`src/rtl/mod_settings_loader.sv`:
```
// mod_settings_loader: polls the controller BRAM mod-set flag and atomically loads
// segment, cycle, divider and repeat settings from words 0x20..0x2B.
// Define MOD_SETTINGS_VALIDATE_EN to reject loads whose frequency dividers are zero
// (ERR pulses instead of UPDATE and the outputs are held).
// Outputs switch on the clock edge that closes the COMMIT cycle; UPDATE/ERR mark that cycle.
module mod_settings_loader #(
  parameter int READ_LATENCY = 2
) (
  input  logic        CLK,
  input  logic        RST,
  output logic [7:0]  ADDR,
  input  logic [15:0] DOUT,
  output logic        MEM_WR_SEGMENT,
  output logic        REQ_RD_SEGMENT,
  output logic [15:0] CYCLE_0,
  output logic [15:0] CYCLE_1,
  output logic [31:0] FREQ_DIV_0,
  output logic [31:0] FREQ_DIV_1,
  output logic [31:0] REP_0,
  output logic [31:0] REP_1,
  output logic        UPDATE,
  output logic        ERR
);
  typedef enum logic [1:0] {IDLE, LOAD, COMMIT} state_t;
  state_t r_state, w_next;
  logic [3:0] r_cnt;
  logic [READ_LATENCY-1:0] r_cap_v;
  logic [READ_LATENCY-1:0] r_flag_v;
  logic [3:0] r_cap_idx [READ_LATENCY];
  logic [15:0] r_sh [12];
  logic r_prev;
  logic w_issue, w_cap_done, w_edge, w_bad;
  assign w_issue = r_state == LOAD && r_cnt < 4'd12;
  assign w_cap_done = r_cap_v[READ_LATENCY-1] && r_cap_idx[READ_LATENCY-1] == 4'd11;
  assign w_edge = r_state == IDLE && r_flag_v[READ_LATENCY-1] && DOUT[0] && !r_prev;
`ifdef MOD_SETTINGS_VALIDATE_EN
  logic [31:0] w_fd0, w_fd1;
  assign w_fd0 = {r_sh[4], r_sh[3]};
  assign w_fd1 = {r_sh[7], r_sh[6]};
  assign w_bad = w_fd0 == 32'd0 || w_fd1 == 32'd0;
`else
  assign w_bad = 1'b0;
`endif
  // state register
  always_ff @(posedge CLK) begin
    if (RST) r_state <= IDLE;
    else r_state <= w_next;
  end
  // next state: poll, load until the last word is captured, commit for one cycle
  always_comb begin
    w_next = r_state == IDLE ? (w_edge ? LOAD : IDLE) :
             r_state == LOAD ? (w_cap_done ? COMMIT : LOAD) : IDLE;
  end
  // outputs: flag address whenever no settings word is being issued; pulses only in COMMIT
  always_comb begin
    ADDR = w_issue ? {4'h2, r_cnt} : 8'h00;
    UPDATE = r_state == COMMIT && !RST && !w_bad;
    ERR = r_state == COMMIT && !RST && w_bad;
  end
  // read pipelines, shadow capture, flag edge history and atomic output copy
  always_ff @(posedge CLK) begin
    if (RST) begin
      r_cnt <= 4'd0;
      r_cap_v <= '0;
      r_flag_v <= '0;
      r_prev <= 1'b0;
      for (int i = 0; i < READ_LATENCY; i++) r_cap_idx[i] <= 4'd0;
      for (int i = 0; i < 12; i++) r_sh[i] <= 16'd0;
      MEM_WR_SEGMENT <= 1'b0;
      REQ_RD_SEGMENT <= 1'b0;
      CYCLE_0 <= 16'd1;
      CYCLE_1 <= 16'd1;
      FREQ_DIV_0 <= 32'd5120;
      FREQ_DIV_1 <= 32'd5120;
      REP_0 <= 32'hFFFF_FFFF;
      REP_1 <= 32'hFFFF_FFFF;
    end else begin
      r_cnt <= r_state == LOAD ? r_cnt + {3'd0, w_issue} : 4'd0;
      r_cap_v[0] <= w_issue;
      r_cap_idx[0] <= r_cnt;
      r_flag_v[0] <= !w_issue;
      for (int i = 1; i < READ_LATENCY; i++) begin
        r_cap_v[i] <= r_cap_v[i-1];
        r_cap_idx[i] <= r_cap_idx[i-1];
        r_flag_v[i] <= r_flag_v[i-1];
      end
      if (r_cap_v[READ_LATENCY-1]) r_sh[r_cap_idx[READ_LATENCY-1]] <= DOUT;
      if (r_state == IDLE && r_flag_v[READ_LATENCY-1]) r_prev <= DOUT[0];
      if (UPDATE) begin
        MEM_WR_SEGMENT <= r_sh[0][0];
        REQ_RD_SEGMENT <= r_sh[1][0];
        CYCLE_0 <= r_sh[2];
        FREQ_DIV_0 <= {r_sh[4], r_sh[3]};
        CYCLE_1 <= r_sh[5];
        FREQ_DIV_1 <= {r_sh[7], r_sh[6]};
        REP_0 <= {r_sh[9], r_sh[8]};
        REP_1 <= {r_sh[11], r_sh[10]};
      end
    end
  end
endmodule

```
`config.mk`:
```
export PLATFORM = sky130hd
export DESIGN_NAME = mod_settings_loader
export DESIGN_NICKNAME = d
export VERILOG_FILES = /design/src/rtl/mod_settings_loader.sv
export SDC_FILE = /design/constraint.sdc
export NUM_CORES = 1
export LEC_CHECK = 0
export ABC_AREA = 1
export CAP_MARGIN = 20
export CORE_ASPECT_RATIO = 2
export CORE_MARGIN = 10
export CORE_UTILIZATION = 53
export DETAILED_ROUTE_END_ITERATION = 10
export PLACE_DENSITY = 0.79
export SETUP_SLACK_MARGIN = 0.4
export SLEW_MARGIN = 20
export SYNTH_ARGS = -nofsm -noshare
export SYNTH_HDL_FRONTEND = slang
export SYNTH_SLANG_ARGS = --single-unit
export TNS_END_PERCENT = 30
```
`constraint.sdc`:
```
create_clock -name CLK -period 2.6 [get_ports CLK]
set_clock_uncertainty 0.2 [all_clocks]
set_input_delay 0.39 -clock CLK [delete_from_list [all_inputs] [get_ports CLK]]
set_output_delay 0.39 -clock CLK [all_outputs]
set_load 0.1 [all_outputs]
```
# Word level (Yosys, flattened, before mapping)
# Memories as Yosys holds them, arrays and structs flattened. A register that Yosys moved wholly into a read port is not among the register bits.
# Index checks and enable logic that the tools add are counted.
# word_totals
reg_bits	11
ram_bits	200
in_bits	18
out_inout_bits	172
wordCells	43
n_memories	2
# classes
add_sub_neg	1
n_lt_le_gt_ge	1
eq_ne	3
n_mux	16
n_bitwise	3
n_reduce_logical	12
# mem_list
memory	depth	width	rd	rd_clocked_by_memory_dff	write_ports	line	rtl
r_sh	12	16	12	12	12	30	logic [15:0] r_sh [12];
r_cap_idx	2	4	2	0	2	29	logic [3:0] r_cap_idx [READ_LATENCY];
# ops
operator	count
$mux W16	1
$reduce_or A16 Y1	1
$mux W4	3
$mux W1	8
$logic_and A1 B1 Y1	6
$mux W2	3
$mux W6	1
$add A4 B1 Y4	1
$eq A4 B4 Y1 const B	1
$lt A4 B4 Y1 const B	1
$logic_not A1 Y1	3
$eq A2 B1 Y1 const B	1
$eq A2 B2 Y1 const B	1
$logic_not A2 Y1	1
$or A1 B1 Y1	2
$reduce_or A2 Y1	1
$not A1 Y1	1

# Depth between registers and ports, before layout
# Gate-level depths: netlist of the first run.
# depth
ltp_word	6
ltp_mapped	7
ltp_nobuf	7

# Worst setup path after synthesis of the first run
# OpenSTA, ideal clock, no wires.
# synth_timing
kind	register to output
from	register r_state[0]
to	output UPDATE
t_arrival_ns	2.080
t_required_ns	2.010
slack_ns	-0.070
stages_incl_launch_ff	6
n_path_buf	2
cell_sequence	dfxtp_1 > inv_1 > nand2_2 > buf_2 > buf_4 > nor2_1
# synth_via
elab_chain_len	2
# synth_lines
item	line	rtl
start, declared	25	state_t r_state, w_next;
start signal, assigned	47	else r_state <= w_next;
$eq A2 B2 Y1	n/a	
$logic_and A1 B1 Y1	n/a	
end, declared	21	output logic UPDATE,
# No other way between the ends.

# Worst setup path after layout of the first run
# layout_timing
from	register r_state[1]
to	output ADDR[0]
# layout_via
elab_chain_len	3
# layout_lines
item	line	rtl
$eq A2 B1 Y1	33	assign w_issue = r_state == LOAD && r_cnt < 4'd12;
$logic_and A1 B1 Y1	33	
$mux W6	56	ADDR = w_issue ? {4'h2, r_cnt} : 8'h00;
end, declared	11	output logic [7:0] ADDR,
# No other way between the ends.

==> results of run 1 <==
-- worst register-to-register path, cell delays in order (launching register included) --
cell and delay (ps):
dfxtp_4 380, inv_4 50, buf_4 130, buf_4 130, nor2_4 530, buf_4 320, nand2_1 80, a21oi_1 150
-- through the flow --
| stage | setup TNS, ps | hold WS [ps] | instance area (sq um) |
|---|---|---|---|
| global route | 0 | 215 | 14900 |
| CTS | 0 | 199 | 14900 |
| global placement | 0 | 190 | 13800 |
| floorplan | -172 | 188 | 12000 |
| finish | 0 | 200 | 14900 |
| detailed placement | 0 | 192 | 13800 |
-- where the power goes --
part	internal, mW	switching (mW)	leakage (nW)
logic	0.0551	0.237	2.62
clock network	2.25	1.87	0.448
registers	5.72	0.0307	3.14
-- worst max-delay path by stage --
stage / end / cells past startpoint
6_report: ADDR[0] / 5
5_1_grt: ADDR[3] / 6
4_1_cts: ADDR[3] / 6
3_5_place_dp: r_sh[4][6]$_SDFFCE_PN0P_ / 4
3_3_place_gp: r_sh[4][13]$_SDFFCE_PN0P_ / 4
2_1_floorplan: ADDR[1] / 4
-- cell families (layout without fill, tap and decap cells) --
family                     count (synthesis)  after routing  synth area share
and+or+nand+nor                          627            629             0.210
DFF                                      343            343             0.706
buffers and inverters                    110            312            0.0418
AOI/OAI and AO/OA                         95             95            0.0395
adders and majority gates                  2              2           0.00208
other                                      1              4          0.000312
xor gates and xnor gates                   1              1          0.000729
-- repair_timing --
item	4_1_cts	5_1_grt
pin swaps	2	2
resized for setup	20	0
setup buffers	2	3
setup endpoints to repair	6	5
cloned	1	1
-- cell usage in the layout (no fill, tap or decap), drive strengths merged --
cell type | netlist | layout
clkinvlp | 0 | 1
o21ai | 24 | 24
edfxtp | 162 | 162
ha | 2 | 2
clkinv | 15 | 26
xnor2 | 1 | 1
clkdlybuf4s50 | 0 | 16
dfxtp | 181 | 181
nand4 | 2 | 2
clkbuf | 22 | 42
conb | 1 | 4
buf | 48 | 204
nand2 | 307 | 309
inv | 25 | 23
a21oi | 71 | 71
nor2 | 241 | 241
nand3 | 77 | 77
-- cell type report --
cell class | instances | area, sq um | share of cell area
flip-flops and latches | 343 | 8500 | 0.571
multi-input cells | 731 | 3140 | 0.211
repair buffers | 220 | 1850 | 0.125
clock buffers | 42 | 846 | 0.0568
well taps | 276 | 345 | 0.0232
inverters | 40 | 160 | 0.0108
clock inverters | 10 | 48.8 | 0.00328
-- sequential cells by signal, summed over array words and instances, names as in the netlist, 2 cells and up --
| name | cells |
|---|---|
| FREQ_DIV_0 | 32 |
| REP_0 | 32 |
| FREQ_DIV_1 | 32 |
| r_state | 2 |
| r_cnt | 4 |
| r_flag_v | 2 |
| r_sh | 162 |
| CYCLE_1 | 16 |
| REP_1 | 32 |
| CYCLE_0 | 16 |
| r_cap_idx | 8 |
| r_cap_v | 2 |
-- synthesized netlist by cell type (8+ instances only) --
library cell    n
o21ai_0        24
nand2_2         8
nand2_1       299
edfxtp_1      162
buf_2          30
clkbuf_1       22
nand3_1        73
a21oi_1        71
buf_4          14
nor2_1        235
inv_1          22
dfxtp_1       181
clkinv_1       15
-- per-layer routing --
metal | GRT usage | part of all wire | vias up
met5 | 0 | 0 | -
met2 | 0.394 | 0.54 | 357
met1 | 0.233 | 0.35 | 4193
li1 | - | - | 4177
met4 | 0.0979 | 0.040 | 0
met3 | 0.0364 | 0.073 | 64
==> impl_metrics.toml, run 1 <==
[status]
status = "completed"

[cells_and_area]
finalNonFillerCells = 1662
antenna_cells = 0
post-route-util = 0.669
drive_gt1_frac = 0.203
area_growth_syn_to_layout_pct = 23.8
fill_cells = 1791
fin_nets = 1384

[critical_path]
slowest_delay_ps = 370
path_delay_family = "flip-flops"
cp_data_required_time_ps = 2010
rr_startpoint = "r_state[1]$_SDFF_PP0_"
cp_cell_sequence = "inv_4 -> nand2_4 -> a21oi_4 -> ha_4 -> buf_12"
slowest_stage = "dfxtp_4"
r2r_cells = 7
crit_fanout = 4
worstSetupPathType = "register to output pin"
ff2ff_setup_slack_ps = 560
worstPathArrival_ps = 1630
cp.buffers_inverters = 2
worstSetupEndpointType = "output pin"
setup.worst_path.start = "r_state[1]$_SDFF_PP0_"
rr_endpoint = "FREQ_DIV_0[18]$_SDFFE_PP0P_"
setup.worst_path.start_class = "register"

[clock_tree]
cts_tree = "built"
clkTransAtPathRegs_ps = 70
worstSkewPairLatency_ps = 560
cts.path.max_buffers = 3
cts.htree.levels = 1
ctsHoldBuffers = 0
cts_root_buf = "clkbuf_16"
clock_sinks = 343
cts_inserted_buffers = 28

[floorplan]
ios = 190
num_rows = 77
initial_core_util = 0.540
die-area_sq_um = 29500
design.core.area_sq_um = 22300
die_w_um = 127
die_h_um = 233

[placed_design]
gp_congestion = 0.797
dpl.hpwl_um = 21200
port_buffers = 185
placed_cells = 1603
dp_slack_ps = 465

[yosys]
ys_ff_latch = 343
syn-cell-area_sq_um = 12000
async_flop_share = 0
synth_warnings = 0
yosysSeqAreaShare = 0.706
syn_avg_cell_area_sq_um = 10.2
netlist.area_leader.share = 0.405
synth_flop_cell = "dfxtp_1"
yosysUniqueCellTypes = 22
synthTopCellsByArea = "edfxtp_1 40%, dfxtp_1 30%, nand2_1 9.3%"
synth_edf_count = 162
synth_top_cell_by_area = "edfxtp_1"
syn_inst = 1179

[timing]
finalSetupViolCount = 0
min_period_ps = 2220
finalMaxSlewViolations = 0
max_slew.worst_pin.slew_ps = 926
fmax_mhz = 450
slew_headroom = 0.383
hold_violations = 0
min_period_over_period = 0.855
rsz0062_at_grt = "yes"
worst_slack_ps = 377

[route]
avgRoutedWirePerCell_um = 19.8
drc = 0
firstDrtPassIters = 5
vias = 8791
final_antenna_net_count = 0
totalWireLength_um = 32900
drt-vias-per-instance = 5.29
drt_iter0_drc = 753

[worst_hold_path]
holdCritStartpoint = "r_cap_idx[0][1]$_SDFF_PP0_"
hold_depth = 2
holdCritPathClass = "register to register"
hold_end = "r_cap_idx[0][5]$_SDFF_PP0_"

[global_route]
overflow = 0
grt_max_degree = 107
grt_pass1_vias = 8701
grt_first_pass_wirelength_um = 49400
global_route.usage.total = 0.215
antenna_found_initial = 0

[power_and_ir_drop]
cellLeakagePower_nw = 6.21
power.density_nw_per_um2 = 683
peakVddDrop_mv = 0.556
fin_total_pwr_mw = 10.2

[job]
drv_cap = 0
No activity file was read; power rests on OpenSTA's default activity.
==> run 2, diff against run 1 <==
CORE_MARGIN = 2   (was 10)
==> run 2 against run 1 <==
  * Total power up 1.4%
  * Maximum frequency up 1.4%
  * Flip-flop and latch count unchanged
  * Routed wire length down 9.0%
  * Via count down 0.53%
  * Cell count unchanged
  * Sequential share of layout area up 0.14 points
  * Critical path type unchanged
  * Highest routed layer unchanged
==> impl_metrics.toml, run 2 (same netlist as run 1, synthesis figures left out) <==
[status]
status = "completed"

[timing]
finalSetupViolCount = 0
slew_headroom = 0.443
hold_violations = 0
rsz0062_at_grt = "yes"
min_period_over_period = 0.843
max_slew.worst_pin.slew_ps = 835
min_period_ps = 2190
fmax_mhz = 456
finalMaxSlewViolations = 0

[power_and_ir_drop]
combPwrFrac = 0.028
power.density_nw_per_um2 = 694
sw_frac_of_total = 0.202
clkPwrFrac = 0.414
seqPwrFrac = 0.558
peakVddDrop_mv = 0.531
cellLeakagePower_nw = 6.19
p_int_mw = 8.23
p_switching_mw = 2.08

[critical_path]
slowest_delay_ps = 350
cp_cell_sequence = "inv_4 -> nand2_4 -> a21oi_4 -> inv_4 -> nor2_4 -> buf_12"
cpMostUsedCell = "inv_4"
cp_data_required_time_ps = 2010
slowest_stage = "dfxtp_4"
setup.worst_path.start_class = "register"
worstSetupEndpointType = "output pin"
crit_fanout = 4
worstSetupPathType = "register to output pin"
worstPathArrival_ps = 1600

[route]
totalWireLength_um = 30000
drt-vias-per-instance = 5.26
firstDrtPassIters = 5
vias = 8744
drt_iter0_drc = 772
avgRoutedWirePerCell_um = 18.0
drc = 0
final_antenna_net_count = 0

[placed_design]
gp_congestion = 0.857
dpl_cell_area_sq_um = 13800
port_buffers = 185
dpl.hpwl_um = 18800

[cells_and_area]
fill_cells = 1697
layout_commonest_cell = "nand2_1"
layout_common_cells = "298 x nand2_1, 231 x nor2_1, 193 x buf_4"
largest_reg_flops = 162
area_growth_syn_to_layout_pct = 23.5
antenna_cells = 0
ff_latch_area_sq_um = 8500
largest-register = "r_sh"
fin_nets = 1382
finish.instance_area_sq_um = 14800
multi_input_area_sq_um = 3140
drive_gt1_frac = 0.200
post-route-util = 0.662

[clock_tree]
cts_inserted_buffers = 27
cts_root_buf = "clkbuf_16"
ctsHoldBuffers = 0
cts.path.max_buffers = 3
cts.htree.levels = 1
cts_tree = "built"
clkTransAtPathRegs_ps = 70
worstSkewPairLatency_ps = 540
clock_sinks = 343

[floorplan]
ios = 190
die-area_sq_um = 24000
die_h_um = 217
die_w_um = 111
design.core.area_sq_um = 22400
num_rows = 78
initial_core_util = 0.536

[global_route]
antenna_found_initial = 0
grt_pass1_vias = 8371
grt_first_pass_wirelength_um = 46200
global_route.usage.total = 0.244
grt_max_degree = 118
overflow = 0

[job]
drv_cap = 0

[worst_hold_path]
holdCritPathClass = "register to register"
[run 2: layout make-up]
class	count	area share
Timing Repair Buffer	219	0.120
Clock buffer	36	0.0512
Sequential cell	343	0.572
Inverter	40	0.0108
Multi-Input combinational cell	731	0.211
Clock inverter	13	0.0108
Tap cell	280	0.0236
[run 2: worst paths after layout]
check                              from                         end  slack (ps)  depth (start not counted)
max reg2reg  r_cap_idx[0][7]$_SDFF_PP0_    r_sh[9][4]$_SDFFCE_PN0P_         730                          4
max               r_state[1]$_SDFF_PP0_                     ADDR[1]         410                          6
min reg2reg  r_cap_idx[0][3]$_SDFF_PP0_  r_cap_idx[0][7]$_SDFF_PP0_         200                          2
min          r_cap_idx[0][3]$_SDFF_PP0_  r_cap_idx[0][7]$_SDFF_PP0_         200                          2
[run 2: worst max-delay path: cells and delay by family (launching register included)]
family          cells  cell delay, ps
buf+inv             3             340
compound gates      1             190
simple gates        2             180
flops               1             350
[run 2: power by group through the flow]
stage	Clock, mW	Combinational, mW	Sequential (mW)
floorplan	0	0.152	5.86
global placement	0	0.269	5.87
detailed placement	0	0.273	5.87
CTS	4.32	0.284	5.75
global route	4.50	0.300	5.76
finish	4.27	0.286	5.75
[run 2: what timing repair did]
item | CTS | global route
gates resized for setup | 19 | 3
gates cloned | 2 | 0
buffers inserted | 4 | 0
pin swaps | 2 | 1
setup endpoints to repair | 6 | 5
[run 2: routing by layer]
metal	global-route usage	vias to the layer above	part of all wire
met2	0.426	367	0.51
met5	0	-	0
met1	0.307	4146	0.38
met3	0.0329	63	0.071
met4	0.0979	0	0.037
li1	-	4168	-
[run 2: through the flow]
step	hold WS (ps)	setup WS, ps	total power [mW]	setup TNS, ps	cells
floorplan	188	-57.4	6.01	-172	1182
global placement	190	521	6.14	0	1607
detailed placement	193	569	6.15	0	1607
CTS	201	355	10.4	0	1662
global route	222	345	10.6	0	1662
finish	205	408	10.3	0	1662
==> run 3, diff against run 2 <==
CORE_UTILIZATION = 48   (was 53)
PLACE_DENSITY = 0.75   (was 0.79)
clock period = 1.84 ns   (was 2.6 ns; I/O delays follow)
==> run 3 against run 2 <==
  * The flow now finishes with violations (negative setup slack)
  * Cell count grew 7.0%
  * Core utilization grew 16 points
  * Critical path depth is the same
  * Flip-flop and latch count is the same
  * Total power grew 46%
  * Non-clock buffer count grew 58
  * Sequential power grew 42%
  * Hold slack lost 130 ps
  * Combinational power grew 96%
  * Sequential share of layout area shrank 14 points
  * Setup slack lost 690 ps
  * Design area grew 37%
  * Critical path type unchanged
  * Largest power group unchanged
==> impl_metrics.toml, run 3 (same netlist as run 1, synthesis figures left out) <==
[clock_tree]
clkTransAtPathRegs_ps = 80
clock_sinks = 343
cts_inserted_buffers = 27
cts.path.max_buffers = 3
cts_tree = "built"
ctsHoldBuffers = 0
cts.htree.levels = 1
cts_root_buf = "clkbuf_16"
worstSkewPairLatency_ps = 570

[global_route]
antenna_found_initial = 1
grt_first_pass_wirelength_um = 55800
grt_max_degree = 94
grt_pass1_vias = 9928
overflow = 0
global_route.usage.total = 0.276

[route]
drc = 0
final_antenna_net_count = 0
drt_iter0_drc = 1418
vias = 10900
totalWireLength_um = 49600
drt-vias-per-instance = 6.15
firstDrtPassIters = 6
avgRoutedWirePerCell_um = 27.9

[timing]
finalMaxSlewViolations = 0
fmax_mhz = 472
min_period_over_period = 1.15
min_period_ps = 2120
slew_headroom = 0.460
hold_slack_ps = 69.6
finalSetupViolCount = 19
rsz0062_at_grt = "yes"
worst_slack_ps = -278
max_slew.worst_pin.slew_ps = 804
hold_violations = 0

[floorplan]
ios = 190
num_rows = 82
design.core.area_sq_um = 24800
die_h_um = 228
initial_core_util = 0.484
die-area_sq_um = 26400
die_w_um = 116

[critical_path]
slowest_stage = "dfxtp_2"
cp_data_required_time_ps = 1360
crit_fanout = 4
worstSetupPathType = "register to output pin"
ff2ff_setup_slack_ps = -230
cp_cell_sequence = "inv_2 -> nand2_4 -> a21oi_4 -> inv_4 -> nor2_4 -> buf_12"
setup.worst_path.start_class = "register"
worstSetupEndpointType = "output pin"
slowest_delay_ps = 330
worstPathArrival_ps = 1640

[cells_and_area]
antenna_cells = 0
drive_gt1_frac = 0.560
layout_commonest_cell = "nor2_1"
layout_common_cells = "205 x nor2_1, 189 x buf_12, 162 x edfxtp_1"
largest-register = "r_sh"
fin_nets = 1443
largest_reg_flops = 162
finalNonFillerCells = 1779
post-route-util = 0.819
area_growth_syn_to_layout_pct = 69.2

[status]
violations = "negative setup slack"
status = "complete, but fails checks"

[placed_design]
dpl.hpwl_um = 20300
placed_cells = 1660
port_buffers = 185
gp_congestion = 0.821

[worst_hold_path]
holdCritPathClass = "input port to register"

[job]
drv_cap = 0

[power_and_ir_drop]
peakVddDrop_mv = 0.968
cellLeakagePower_nw = 8.73
power.density_nw_per_um2 = 739
[run 3: cell count changes in the layout (fill, tap and decap cells not counted), moves of 101 or more]
cell,before,now
dfxtp_2,0,132
nand2_1,298,160
buf_12,8,189
buf_4,193,32
nand2_4,3,104
dfxtp_1,179,12
[run 3: layer usage]
layer,share of wire,GRT usage,vias up
li1,-,-,4325
met1,0.32,0.327,5265
met4,0.085,0.130,2
met2,0.50,0.483,1038
met5,0.00026,0,-
met3,0.10,0.0420,305
[run 3: power by group]
group	leakage (nW)	switching (mW)	internal [mW]
Clock	0.459	2.88	3.46
Combinational	5.11	0.436	0.124
Sequential	3.16	0.104	8.03
[run 3: final cells by class]
cell class	count	area [sq um]
Inverter	40	163
Multi-Input combinational cell	734	5070
Fill cell	1150	4490
Sequential cell	343	8790
Timing Repair Buffer	277	4970
Tap cell	336	420
Clock inverter	10	124
Clock buffer	39	803
[run 3: path summary, 6_finish.rpt]
| kind | start | endpoint | cells past startpoint |
|---|---|---|---|
| max | r_state[1]$_SDFF_PP0_ | ADDR[3] | 6 |
| min | RST | r_cap_v[0]$_SDFF_PP0_ | 3 |
| max reg2reg | r_state[1]$_SDFF_PP0_ | FREQ_DIV_0[27]$_SDFFE_PP0P_ | 8 |
| min reg2reg | r_flag_v[0]$_SDFF_PP0_ | r_flag_v[1]$_SDFF_PP0_ | 2 |
[run 3: per-stage QoR]
step                TNS, ps  worst slack [ps]  cell area [sq um]  power (mW)
finish                -1980              -278              20300        15.0
global route          -2570              -310              20300        15.3
CTS                   -1180              -253              18600        14.7
detailed placement    -19.7             -6.22              16200        8.72
global placement          0              57.7              16200        8.70
floorplan                 0               128              12300        8.52
[run 3: what timing repair did]
item                       4_1_cts  5_1_grt
pin swaps                      136       98
cloned                           5       28
resized for setup              470      272
setup endpoints to repair      522      627
buffers inserted                20       17
[run 3: critical path: cells and delay by family (launching register included)]
kind	cells	cell delay, ps
DFF	1	330
buffers and inverters	3	340
AOI/OAI and AO/OA	1	220
and+or+nand+nor	2	170
